**src/rtl/icache_line_fill_pkg.sv**
```systemverilog
// rtl/icache_line_fill_pkg.sv - shared types and constants for the I-cache line fill path
//   ICacheLine       : one 512-bit I-cache data line as stored in the 512x512 SRAM
//   ICACHE_BUS_W     : memory response beat width
//   ICACHE_BEATS     : beats per line burst
//   ICacheFillState  : fill controller state encoding
package icache_line_fill_pkg;

   localparam int ICACHE_LINE_W = 512;
   localparam int ICACHE_BUS_W  = 128;
   localparam int ICACHE_BEATS  = ICACHE_LINE_W / ICACHE_BUS_W;

   typedef logic [ICACHE_LINE_W-1:0] ICacheLine;

   typedef enum logic [2:0] {
      IFS_IDLE,
      IFS_REQ,
      IFS_DATA,
      IFS_WRITE,
      IFS_DONE,
      IFS_ERR
   } ICacheFillState;

endpackage

```
**src/rtl/icache_line_fill.sv**
```systemverilog
// rtl/icache_line_fill.sv - I-cache miss line fill: burst request, beat assembly, single SRAM write
//   rst_i        sync reset, active high
//   clk_i        clock
//   miss_i       fill request (sampled only in IDLE)
//   miss_adr_i   missing byte address
//   busy_o       high whenever not IDLE
//   mem_req_o    burst request, held until mem_gnt_i
//   mem_adr_o    line-aligned burst address
//   mem_gnt_i    burst accepted pulse
//   mem_vld_i    response beat valid
//   mem_dat_i    response beat data
//   mem_err_i    response error, qualified by mem_vld_i
//   wr_o         SRAM write strobe
//   wadr_o       SRAM write index
//   o_o          assembled line to SRAM data input
//   done_o       pulse: line written
//   err_o        pulse: fill aborted
module icache_line_fill
   import icache_line_fill_pkg::*;
#(
   parameter int ADR_W  = 32,
   parameter int BUS_W  = ICACHE_BUS_W,
   parameter int LINE_W = ICACHE_LINE_W,
   parameter int IDX_W  = 9,
   parameter int TMO    = 1023
) (
   input  logic              rst_i,
   input  logic              clk_i,
   input  logic              miss_i,
   input  logic [ADR_W-1:0]  miss_adr_i,
   output logic              busy_o,
   output logic              mem_req_o,
   output logic [ADR_W-1:0]  mem_adr_o,
   input  logic              mem_gnt_i,
   input  logic              mem_vld_i,
   input  logic [BUS_W-1:0]  mem_dat_i,
   input  logic              mem_err_i,
   output logic              wr_o,
   output logic [IDX_W-1:0]  wadr_o,
   output logic [LINE_W-1:0] o_o,
   output logic              done_o,
   output logic              err_o
);

   localparam int BEATS  = LINE_W / BUS_W;
   localparam int BEAT_W = (BEATS > 1) ? $clog2(BEATS) : 1;
   localparam int TMO_W  = $clog2(TMO + 1);

   localparam logic [BEAT_W-1:0] LAST_BEAT = BEAT_W'(BEATS - 1);
   localparam logic [TMO_W-1:0]  TMO_MAX   = TMO_W'(TMO);

   ICacheFillState    state_q;
   logic [BEAT_W-1:0] beat_q;
   logic [TMO_W-1:0]  tmo_q;
   logic              busy_q, mem_req_q, wr_q, done_q, err_q;
   logic [ADR_W-1:0]  mem_adr_q;
   logic [IDX_W-1:0]  wadr_q;
   logic [LINE_W-1:0] line_q;

   // Byte-offset bits within the line are intentionally dropped.
   logic unused_ofs;
   assign unused_ofs = ^miss_adr_i[5:0];

   always_ff @(posedge clk_i) begin
      if (rst_i) begin
         state_q   <= IFS_IDLE;
         beat_q    <= '0;
         tmo_q     <= '0;
         busy_q    <= 1'b0;
         mem_req_q <= 1'b0;
         wr_q      <= 1'b0;
         done_q    <= 1'b0;
         err_q     <= 1'b0;
         mem_adr_q <= '0;
         wadr_q    <= '0;
         line_q    <= '0;
      end else begin
         // Pulse outputs default low; only the transitions below raise them.
         wr_q   <= 1'b0;
         done_q <= 1'b0;
         err_q  <= 1'b0;
         case (state_q)
            IFS_IDLE: begin
               if (miss_i) begin
                  mem_adr_q <= {miss_adr_i[ADR_W-1:6], 6'b0};
                  wadr_q    <= miss_adr_i[IDX_W+5:6];
                  mem_req_q <= 1'b1;
                  busy_q    <= 1'b1;
                  tmo_q     <= '0;
                  state_q   <= IFS_REQ;
               end
            end
            IFS_REQ: begin
               if (mem_gnt_i) begin
                  mem_req_q <= 1'b0;
                  beat_q    <= '0;
                  tmo_q     <= '0;
                  state_q   <= IFS_DATA;
               end else if (tmo_q == TMO_MAX) begin
                  mem_req_q <= 1'b0;
                  err_q     <= 1'b1;
                  state_q   <= IFS_ERR;
               end else begin
                  tmo_q <= tmo_q + 1'b1;
               end
            end
            IFS_DATA: begin
               if (mem_vld_i && mem_err_i) begin
                  err_q   <= 1'b1;
                  state_q <= IFS_ERR;
               end else if (mem_vld_i) begin
                  line_q[int'(beat_q)*BUS_W +: BUS_W] <= mem_dat_i;
                  tmo_q <= '0;
                  // Terminal beat detect instead of letting the counter wrap.
                  if (beat_q == LAST_BEAT) begin
                     wr_q    <= 1'b1;
                     state_q <= IFS_WRITE;
                  end else begin
                     beat_q <= beat_q + 1'b1;
                  end
               end else if (tmo_q == TMO_MAX) begin
                  err_q   <= 1'b1;
                  state_q <= IFS_ERR;
               end else begin
                  tmo_q <= tmo_q + 1'b1;
               end
            end
            IFS_WRITE: begin
               done_q  <= 1'b1;
               state_q <= IFS_DONE;
            end
            IFS_DONE, IFS_ERR: begin
               busy_q  <= 1'b0;
               state_q <= IFS_IDLE;
            end
            default: begin
               busy_q    <= 1'b0;
               mem_req_q <= 1'b0;
               state_q   <= IFS_IDLE;
            end
         endcase
      end
   end

   assign busy_o    = busy_q;
   assign mem_req_o = mem_req_q;
   assign mem_adr_o = mem_adr_q;
   assign wr_o      = wr_q;
   assign wadr_o    = wadr_q;
   assign o_o       = line_q;
   assign done_o    = done_q;
   assign err_o     = err_q;

endmodule

```
**config.mk**
```make
export PLATFORM = sky130hd
export DESIGN_NAME = icache_line_fill
export DESIGN_NICKNAME = d
export VERILOG_FILES = /design/src/rtl/icache_line_fill_pkg.sv /design/src/rtl/icache_line_fill.sv
export SDC_FILE = /design/constraint.sdc
export NUM_CORES = 1
export LEC_CHECK = 0
export CAP_MARGIN = 0
export CELL_PAD_IN_SITES_DETAIL_PLACEMENT = 1
export CELL_PAD_IN_SITES_GLOBAL_PLACEMENT = 1
export CORE_AREA = 5 5 277 279
export DETAILED_ROUTE_END_ITERATION = 8
export DIE_AREA = 0 0 282 284
export PLACE_DENSITY = 0.72
export SYNTH_ARGS = -nofsm -noshare
export SYNTH_HDL_FRONTEND = slang
export SYNTH_SLANG_ARGS = --single-unit
```
**constraint.sdc**
```tcl
create_clock -name clk_i -period 2.8 [get_ports clk_i]
set_input_delay 0.42 -clock clk_i [delete_from_list [all_inputs] [get_ports clk_i]]
set_output_delay 0.42 -clock clk_i [all_outputs]
set_load 0.03 [all_outputs]
```
==> qor.txt, run 1 <==
Status: finished clean
CP delay by family, top: simple AND/OR/NAND/NOR gates
Setup_tns: 0 ns
Post-synthesis adder-cell area fraction: 0.005419
VDD IR max: 0.0003670 V
Core area: 0.07395 mm²
Worst Max-Slew Pin Slew: 0.8031 ns
Power density cells: 568.4 mW/mm²
Final Total Pwr: 0.01781 W
Nets@finish: 3355
Setup repair bufs after CTS: 0
Arrival time at the worst endpoint: 2.79 ns
Normalized max-slew margin: 0.4646
Wire per inst: 22.76 µm
RSZ-0062 raised after global routing: false
CTS tree: done
Fill count: 8746
Vias: 21430
Seq/Total Area, Yosys: 0.5376
I/O Buffers: 711
Die Ht: 284 µm
Synth Area in XOR/XNOR: 0
# IOs: 724
Max cap viols: 0
Initial Util: 0.2810
Hold depth: 2
CP Capture Type: flop
Post-CTS Hold Buffers: 0
Slew Limit Fails: 0
Drt total wl: 95.69 mm
Vias in the first global route: 21510
Post-DP HPWL: 64.93 mm
Req. time, crit path: 3.33 ns
CP peak stage delay: 0.41 ns
F_max: 442.2 MHz
Synth Instances: 2562
R2R Path Start: beat_q[1]
Reg2reg setup slack: 0.54 ns
Final Util: 0.4238
Post-route ant nets: 0
Worst Path Buf+Inv: 3
Clock-pin slew on the worst setup and hold paths: 0.06 ns
DRC: 0
Simple-gate share of the synthesized area: 0.2463
Worst Reg-to-Reg Cells: 8
Critical path peak fanout: 18
RePlAce Congestion: 0.8232
Non-filler cells, final: 4204
Largest net degree at the start of global routing: 129
Async set or reset register ratio after synthesis: 0
Die area: 0.08009 mm²
Area Overhead vs Synth: 50.83%
First-pass GRT wire length: 141.1 mm
Clk_lat worst skew: 0.60 ns
Worst-path cell chain: inv_1 > ha_1 > nor2b_1 > and2_4 > buf_12 > buf_4 > nand3_1 > a21oi_1
Clock skew: 0.01839 ns
CP max-delay cell: ha_1
Longest Clk Path Bufs: 3
# setup viols final: 0
Row Count: 100
Post_cts resized: 0
Yosys warnings: 0
Dpl cells: 4080
Hold_ws: 0.3557 ns
Gr ovfl total: 0
Commonest non-fill, non-tap cell in the layout: clkdlybuf4s50_1
Critical path launch point type: flop
Hold Startpoint: rst_i
H-tree Lvls: 3
Min cycle time layout: 2.261 ns
GRT Util Overall: 0.2270
Hold crit path type: in -> reg
Pre-antenna DRT Iters: 5
Layout cell share with drive strength beyond 1: 0.06566
Leakage: 10.06 nW
Syn_area_per_cell: 8.110 µm²
Root buf cell: clkbuf_16
Period Utilization, post-route: 0.8077
Worst reg2reg path endpoint: o_o[216]
Die X-Extent: 282 µm
Synthesized flop and latch total: 558
EDFF count, synth: 0
Netlist Area Pre-Place: 0.02078 mm²
Hold worst-path end: done_o
Antenna violations before repair: 10
Drt first-iter violations: 1128
Most frequent cells in the layout: 710 x clkdlybuf4s50_1, 570 x nand2_1, 558 x dfxtp_1
CTS Sinks: 558
Largest family of logic cells by synthesized area: simple AND/OR/NAND/NOR gates
Ys flop type: dfxtp_1
Multiplexer area fraction after synthesis: 0
CTS buffer count: 67
Critical path class: reg -> reg
Hold Vio Cnt, Final: 0
Post-synth cell types: 52
Via density: 5.097
Compound-cell area share of the yosys netlist: 0.1480
[synth_stat cells (all sizes together) (2+ instances only)]
| cell type | n | area share |
|---|---|---|
| and3 | 6 | 0.0018 |
| nand4 | 8 | 0.0027 |
| nor3 | 6 | 0.0020 |
| o31ai | 12 | 0.0046 |
| inv | 10 | 0.0018 |
| a211oi | 4 | 0.0014 |
| a311oi | 2 | 0.00084 |
| or3b | 2 | 0.0011 |
| o22ai | 2 | 0.00060 |
| nand3 | 519 | 0.13 |
| ha | 9 | 0.0054 |
| or3 | 2 | 0.00060 |
| clkbuf | 125 | 0.023 |
| a2111oi | 4 | 0.0032 |
| nor2b | 2 | 0.00060 |
| nand2 | 570 | 0.10 |
| dfxtp | 558 | 0.54 |
| nor2 | 5 | 0.00090 |
| nand4b | 2 | 0.00084 |
| a31oi | 4 | 0.0012 |
| o21ai | 4 | 0.00096 |
| a21oi | 548 | 0.13 |
| or4 | 6 | 0.0022 |
| nand2b | 3 | 0.0013 |
| and2 | 4 | 0.0012 |
| buf | 130 | 0.038 |
[flip-flops by register name (all words and copies together) (netlist names)]
name	cells
tmo_q	10
done_o	1
beat_q	2
state_q	3
err_o	1
wr_o	1
mem_adr_o	18
mem_req_o	1
o_o	512
busy_o	1
wadr_o	8
[per-layer routing]
layer  vias up  GRT usage  routed length (µm)
met5         -          0                  13
met4         2     0.1005                4228
met3       180    0.05693                6534
met2       707     0.3740               45630
met1     10560     0.2805               39290
li1       9976          -                   -
[per-stage QoR]
stage	setup slack (ns)	instance area, µm²
floorplan	0.7537	20800
global placement	0.2976	29120
detailed placement	0.2562	29120
CTS	0.4926	31330
global route	0.3652	31340
finish	0.5385	31340
[area by class of cell]
class	count	area, µm²	area share
clock buffers	104	2008	0.06407
flip-flops and latches	558	11170	0.3564
multi-input cells	1743	8413	0.2684
repair buffers	799	8283	0.2643
diodes	6	15.01	0.0004791
well taps	969	1212	0.03868
inverters	11	41.29	0.001317
clock inverters	14	197.7	0.006308
[power by group]
group / switching (W) / total (W) / internal [W]
logic: 0.000647 / 0.00105 / 0.000404
clock network: 0.00350 / 0.00873 / 0.00523
registers: 0.0000385 / 0.00803 / 0.00799
[kinds of logic (layout without fill, tap and decap cells)]
family | Yosys count | count (layout)
AOI/OAI and AO/OA | 586 | 586
adders and majority gates | 9 | 9
buffers and inverters | 266 | 928
DFF | 558 | 558
other | 1 | 12
and+or+nand+nor | 1142 | 1142
[worst max-delay path by stage]
stage / start / to / slack (ns) / cells past startpoint
2_1_floorplan: beat_q[0] / o_o[274] / 0.75 / 8
3_3_place_gp: mem_vld_i / o_o[139] / 0.30 / 7
3_5_place_dp: mem_vld_i / o_o[396] / 0.26 / 7
4_1_cts: beat_q[1] / o_o[216] / 0.49 / 8
5_1_grt: beat_q[1] / o_o[212] / 0.37 / 8
6_report: beat_q[1] / o_o[216] / 0.54 / 8
Power figures use the tool's default switching activity.
==> run 2: changes to the inputs <==
Settings changed: CORE_AREA 5 5 277 279 to 5 5 282 284, DIE_AREA 0 0 282 284 to 0 0 287 289, PLACE_DENSITY 0.72 to 0.73.
Clock period 2.8 ns to 2 ns, I/O delays scaled along.
==> run 2 against run 1 <==
  * Clock power up 41%
  * Sequential share of layout area down 1.3 points
  * First-iteration DRC count up 0.71%
  * Register-to-register slack worse by 0.40 ns
  * Critical path type is now reg -> out
  * Largest power group unchanged
  * Highest routed layer is now met4
==> qor.txt, run 2 (synthesis results as in run 1) <==
Clock-pin slew on the worst setup and hold paths: 0.06 ns (about the same)
Initial Util: 0.2705 (-0.01054)
CP Capture Type: primary output
Arrival time at the worst endpoint: 1.67 ns (-1.12 ns)
Setup crit start: o_o[450]
H-tree Lvls: 3 (unchanged)
CP max-delay cell: clkdlybuf4s50_1
Hold crit path type: in -> reg
Vias in the first global route: 22110 (+2.8%)
Longest Clk Path Bufs: 3 (unchanged)
Clk_lat worst skew: 0.60 ns (about the same)
RSZ-0062 raised after global routing: false
Worst Max-Slew Pin Slew: 0.5906 ns (-0.2124 ns)
Post-DP HPWL: 69.68 mm (+7.3%)
Row Count: 102 (+2.0%)
Antenna violations before repair: 5 (-5)
Post-route ant nets: 0 (unchanged)
GRT Util Overall: 0.2210 (-0.006035)
Die Ht: 289 µm (+1.8%)
CP delay by family, top: buffers and inverters
I/O Buffers: 711 (unchanged)
RePlAce Congestion: 0.8383 (+1.8%)
Final Util: 0.4237 (about the same)
Hold_ws: 0.1089 ns (-0.2468 ns)
Gr ovfl total: 0 (unchanged)
Wire per inst: 22.22 µm (-2.4%)
Worst Path Buf+Inv: 1 (-2)
Normalized max-slew margin: 0.6050 (+0.1404)
Commonest non-fill, non-tap cell in the layout: clkdlybuf4s50_1
Core area: 0.07683 mm² (+3.9%)
Root buf cell: clkbuf_16
VDD IR max: 0.0005012 V (+37%)
R2R Path Start: state_q[1]
Max reg flops: 512 (unchanged)
Max cap viols: 0 (unchanged)
Final worst slack: 0.03240 ns (-0.5061 ns)
Largest net degree at the start of global routing: 90 (-30%)
Clock skew: 0.02972 ns (+0.01132 ns)
Die area: 0.08294 mm² (+3.6%)
Via density: 5.002 (-1.9%)
Req. time, crit path: 1.70 ns (-1.63 ns)
Power density cells: 771.2 mW/mm² (+36%)
DRC: 0 (unchanged)
# setup viols final: 0 (unchanged)
Critical path launch point type: flop
CTS tree: done
Hold Vio Cnt, Final: 0 (unchanged)
CTS buffer count: 66 (-1.5%)
Pre-antenna DRT Iters: 5 (unchanged)
First-pass GRT wire length: 142.2 mm (+0.75%)
Drt total wl: 96.97 mm (+1.3%)
Leakage: 12.02 nW (+20%)
Area Overhead vs Synth: 56.67%
DP Worst Slack: -0.2371 ns (-0.4933 ns)
Nets@finish: 3454 (+3.0%)
Min cycle time layout: 1.968 ns
Drt first-iter violations: 1136 (+0.71%)
Critical path class: reg -> out
Final Total Pwr: 0.02511 W (+41%)
Slew Limit Fails: 0 (unchanged)
Die X-Extent: 287 µm (+1.8%)
Worst-path cell chain: clkdlybuf4s50_1
Layout cell share with drive strength beyond 1: 0.09512 (+0.02947)
Post-CTS Hold Buffers: 0 (unchanged)
Status: finished clean
Vias: 21820 (+1.9%)
CTS Sinks: 558 (unchanged)
Hold Startpoint: rst_i
# IOs: 724 (unchanged)
F_max: 508.2 MHz
Critical path peak fanout: 2 (-16)
Most frequent cells in the layout: 590 x clkdlybuf4s50_1, 570 x nand2_1, 557 x dfxtp_1
Period Utilization, post-route: 0.9838
CP peak stage delay: 0.75 ns (+0.34 ns)
-- run 2: cell count changes in the layout (fill, tap and decap cells not counted), moves of 4 or more --
cell / change
clkinv_2: +4
diode_2: -5
dlymetal6s2s_1: +57
clkdlybuf4s50_1: -120
buf_12: +24
clkbuf_8: -9
dlygate4sd2_1: +63
buf_4: +74
clkbuf_1: -6
-- run 2: where the power goes --
part           total (W)  leakage (nW)  switching, W  internal [W]
clock network     0.0123          1.06       0.00494       0.00732
registers         0.0112          4.50     0.0000454        0.0112
logic            0.00161          6.46      0.000965      0.000648
total             0.0251          12.0       0.00595        0.0192
-- run 2: routing by layer --
metal,track usage,wire length [µm],vias to the layer above
met3,0.05342,6337,205
met1,0.2707,39900,10740
met2,0.3692,45860,696
met5,0,0,-
li1,-,-,10180
met4,0.1013,4862,0
-- run 2: final cells by class --
cell class | instances | area [µm²]
fillers | 8989 | 44280
inverters | 11 | 41.29
clock buffers | 89 | 1862
well taps | 1040 | 1301
clock inverters | 22 | 314.1
diodes | 1 | 2.502
multi-input cells | 1743 | 8439
flip-flops and latches | 558 | 11170
repair buffers | 899 | 9422
-- run 2: worst reg2reg max path: stages (launching register included) --
cell,delay [ns]
dfxtp_1,0.43
and4bb_2,0.40
and3_4,0.26
buf_12,0.22
buf_12,0.21
nand3_1,0.08
a21oi_1,0.19
-- run 2: metrics by stage --
stage	std cells	TNS (ns)	instance area, µm²
2_1_floorplan	2567	0	20800
3_3_place_gp	4247	-59.55	30230
3_5_place_dp	4247	-76.96	30230
4_1_cts	4359	0	32390
5_1_grt	4363	0	32550
6_report	4363	0	32550
-- run 2: path summary, 6_finish.rpt --
kind                     to  cells after the start  slack (ns)
setup reg to reg   o_o[475]                      6        0.14
hold / removal    wadr_o[0]                      2        0.11
hold reg to reg    o_o[227]                      2        0.45
setup / recovery   o_o[450]                      1        0.03
-- run 2: timing repair --
action | 4_1_cts | 5_1_grt
pin swaps | 1 | 2
setup buffers | 0 | 3
cloned | 1 | 0
endpoints found under the setup margin | 219 | 93
resized for setup | 68 | 60
==> run 3: changes to the inputs <==
Settings changed: CORE_AREA 5 5 282 284 to 2 2 279 281, DIE_AREA 0 0 287 289 to 0 0 281 283.
==> run 3 against run 2 <==
  * Flip-flop and latch count unchanged
  * Combinational power about the same
  * Final area up 0.37%
  * Final cell count down 0.23%
  * Critical path depth unchanged
  * Via count up 0.49%
  * Critical endpoint is now o_o[2]
  * Highest routed layer unchanged
==> qor.txt, run 3 (synthesis results as in run 1) <==
Status: finished clean
RePlAce Congestion: 0.8324 (-0.70%)
Power density cells: 791.1 mW/mm² (+2.6%)
Reg area: 0.01117 mm² (unchanged)
Pre-antenna DRT Iters: 5 (unchanged)
Fill count: 8898 (-1.0%)
Design area: 0.03267 mm² (+0.37%)
Area Overhead vs Synth: 57.24%
Leakage: 12.79 nW (+6.4%)
CP max-delay cell: clkdlybuf4s50_1
Layout cell share with drive strength beyond 1: 0.09423 (-0.0008921)
Worst-path cell chain: clkdlybuf4s50_1
Die X-Extent: 281 µm (-2.1%)
Clk_lat worst skew: 0.61 ns (about the same)
Arrival time at the worst endpoint: 1.66 ns (about the same)
CP Capture Type: primary output
VDD IR max: 0.0005588 V (+11%)
# IOs: 724 (unchanged)
CTS buffer count: 67 (+1.5%)
CTS tree: done
Max reg flops: 512 (unchanged)
# setup viols final: 0 (unchanged)
I/O Buffers: 711 (unchanged)
CP delay by family, top: buffers and inverters
Critical path launch point type: flop
Placed cell area: 0.02996 mm² (-0.89%)
Die Ht: 283 µm (-2.1%)
Clock-pin slew on the worst setup and hold paths: 0.06 ns (about the same)
Slew Limit Fails: 0 (unchanged)
Initial Util: 0.2709 (+0.0004500)
Commonest non-fill, non-tap cell in the layout: nand2_1
Clock skew: 0.03078 ns (+0.001068 ns)
Final Total Pwr: 0.02585 W (+3.0%)
Post-CTS Hold Buffers: 0 (unchanged)
H-tree Lvls: 3 (unchanged)
CP peak stage delay: 0.75 ns (about the same)
Vias in the first global route: 22140 (+0.15%)
Max cap viols: 0 (unchanged)
Period Utilization, post-route: 0.9793 (-0.004455)
Wire per inst: 22.25 µm (+0.13%)
Gr ovfl total: 0 (unchanged)
Post-DP HPWL: 66.97 mm (-3.9%)
Drt first-iter violations: 1294 (+14%)
F_max: 510.5 MHz (+0.45%)
Root buf cell: clkbuf_16
Min cycle time layout: 1.959 ns (-0.008910 ns)
Antenna violations before repair: 1 (-4)
Normalized max-slew margin: 0.6281 (+0.02305)
Most frequent cells in the layout: 570 x nand2_1, 557 x dfxtp_1, 547 x a21oi_1
Post-route ant nets: 0 (unchanged)
Core area: 0.07670 mm² (-0.17%)
Die area: 0.07952 mm² (-4.1%)
Hold Vio Cnt, Final: 0 (unchanged)
Via density: 5.038 (+0.73%)
Critical path peak fanout: 2 (unchanged)
Drt total wl: 96.87 mm (about the same)
Multi-input gate area: 0.008448 mm² (+0.10%)
Largest net degree at the start of global routing: 94 (+4.4%)
Worst Path Buf+Inv: 1 (unchanged)
Hold crit path type: in -> reg
Nets@finish: 3434 (-0.58%)
DRC: 0 (unchanged)
Vias: 21930 (+0.49%)
Critical path class: reg -> out
CTS Sinks: 558 (unchanged)
Row Count: 102 (unchanged)
GRT Util Overall: 0.2338 (+0.01279)
Worst Max-Slew Pin Slew: 0.5502 ns (-0.04048 ns)
Req. time, crit path: 1.70 ns (about the same)
Longest Clk Path Bufs: 3 (unchanged)
First-pass GRT wire length: 143.6 mm (+1.0%)
[run 3: changes by cell type in the layout (fill, tap and decap cells not counted), sizes merged]
cell           before  now
dlygate4sd2        63   94
bufbuf              0    1
clkbuf             89   95
clkdlybuf4s50     590  526
clkinvlp            2    3
diode               1    2
dlymetal6s2s       57   90
inv                10   13
buf               189  166
bufinv              6    7
[run 3: final cells by class]
class,count,share of cell area
inverter,11,0.001264
clock buffer,94,0.06089
antenna,2,0.0001532
tap,1040,0.03983
sequential,558,0.3419
timing repair buffer,878,0.2859
clock inverter,27,0.01145
multi-input combinational,1743,0.2586
[run 3: what timing repair did]
item,CTS,global route
gates cloned,2,1
endpoints found under the setup margin,199,110
pin swaps,1,1
buffers inserted,4,2
resized for setup,106,95
[run 3: metal layers]
metal,vias to the layer above,global-route usage,routed length [µm]
li1,10160,-,-
met1,10850,0.2934,40750
met2,746,0.3872,46160
met3,182,0.05137,5896
met4,0,0.09398,4066
met5,-,0,0
[run 3: where the power goes]
group	switching, W	internal (W)
Sequential	0.0000466	0.0112
Combinational	0.000955	0.000636
Clock	0.00513	0.00790
Total	0.00613	0.0197
[run 3: final timing paths]
kind	start	end	slack (ns)	cells past startpoint
hold reg to reg	o_o[145]	o_o[145]	0.45	2
hold / removal	rst_i	o_o[279]	0.1	2
setup / recovery	o_o[2]	o_o[2]	0.04	1
setup reg to reg	beat_q[1]	o_o[180]	0.07	8
[run 3: stage by stage]
stage / hold WS (ns) / util / setup slack, ns / setup TNS, ns / instances
after floorplan: 0.4360 / - / 0.04273 / 0 / 2567
after global placement: 0.4368 / 0.3906 / -0.1748 / -28.41 / 4221
after detailed placement: 0.4426 / 0.3906 / -0.2020 / -39.37 / 4221
final: 0.09841 / 0.4260 / 0.04131 / 0 / 4353
after CTS: 0.07316 / 0.4222 / 0.0001155 / 0 / 4348
after global routing: 0.09611 / 0.4259 / -0.004375 / -0.004375 / 4352
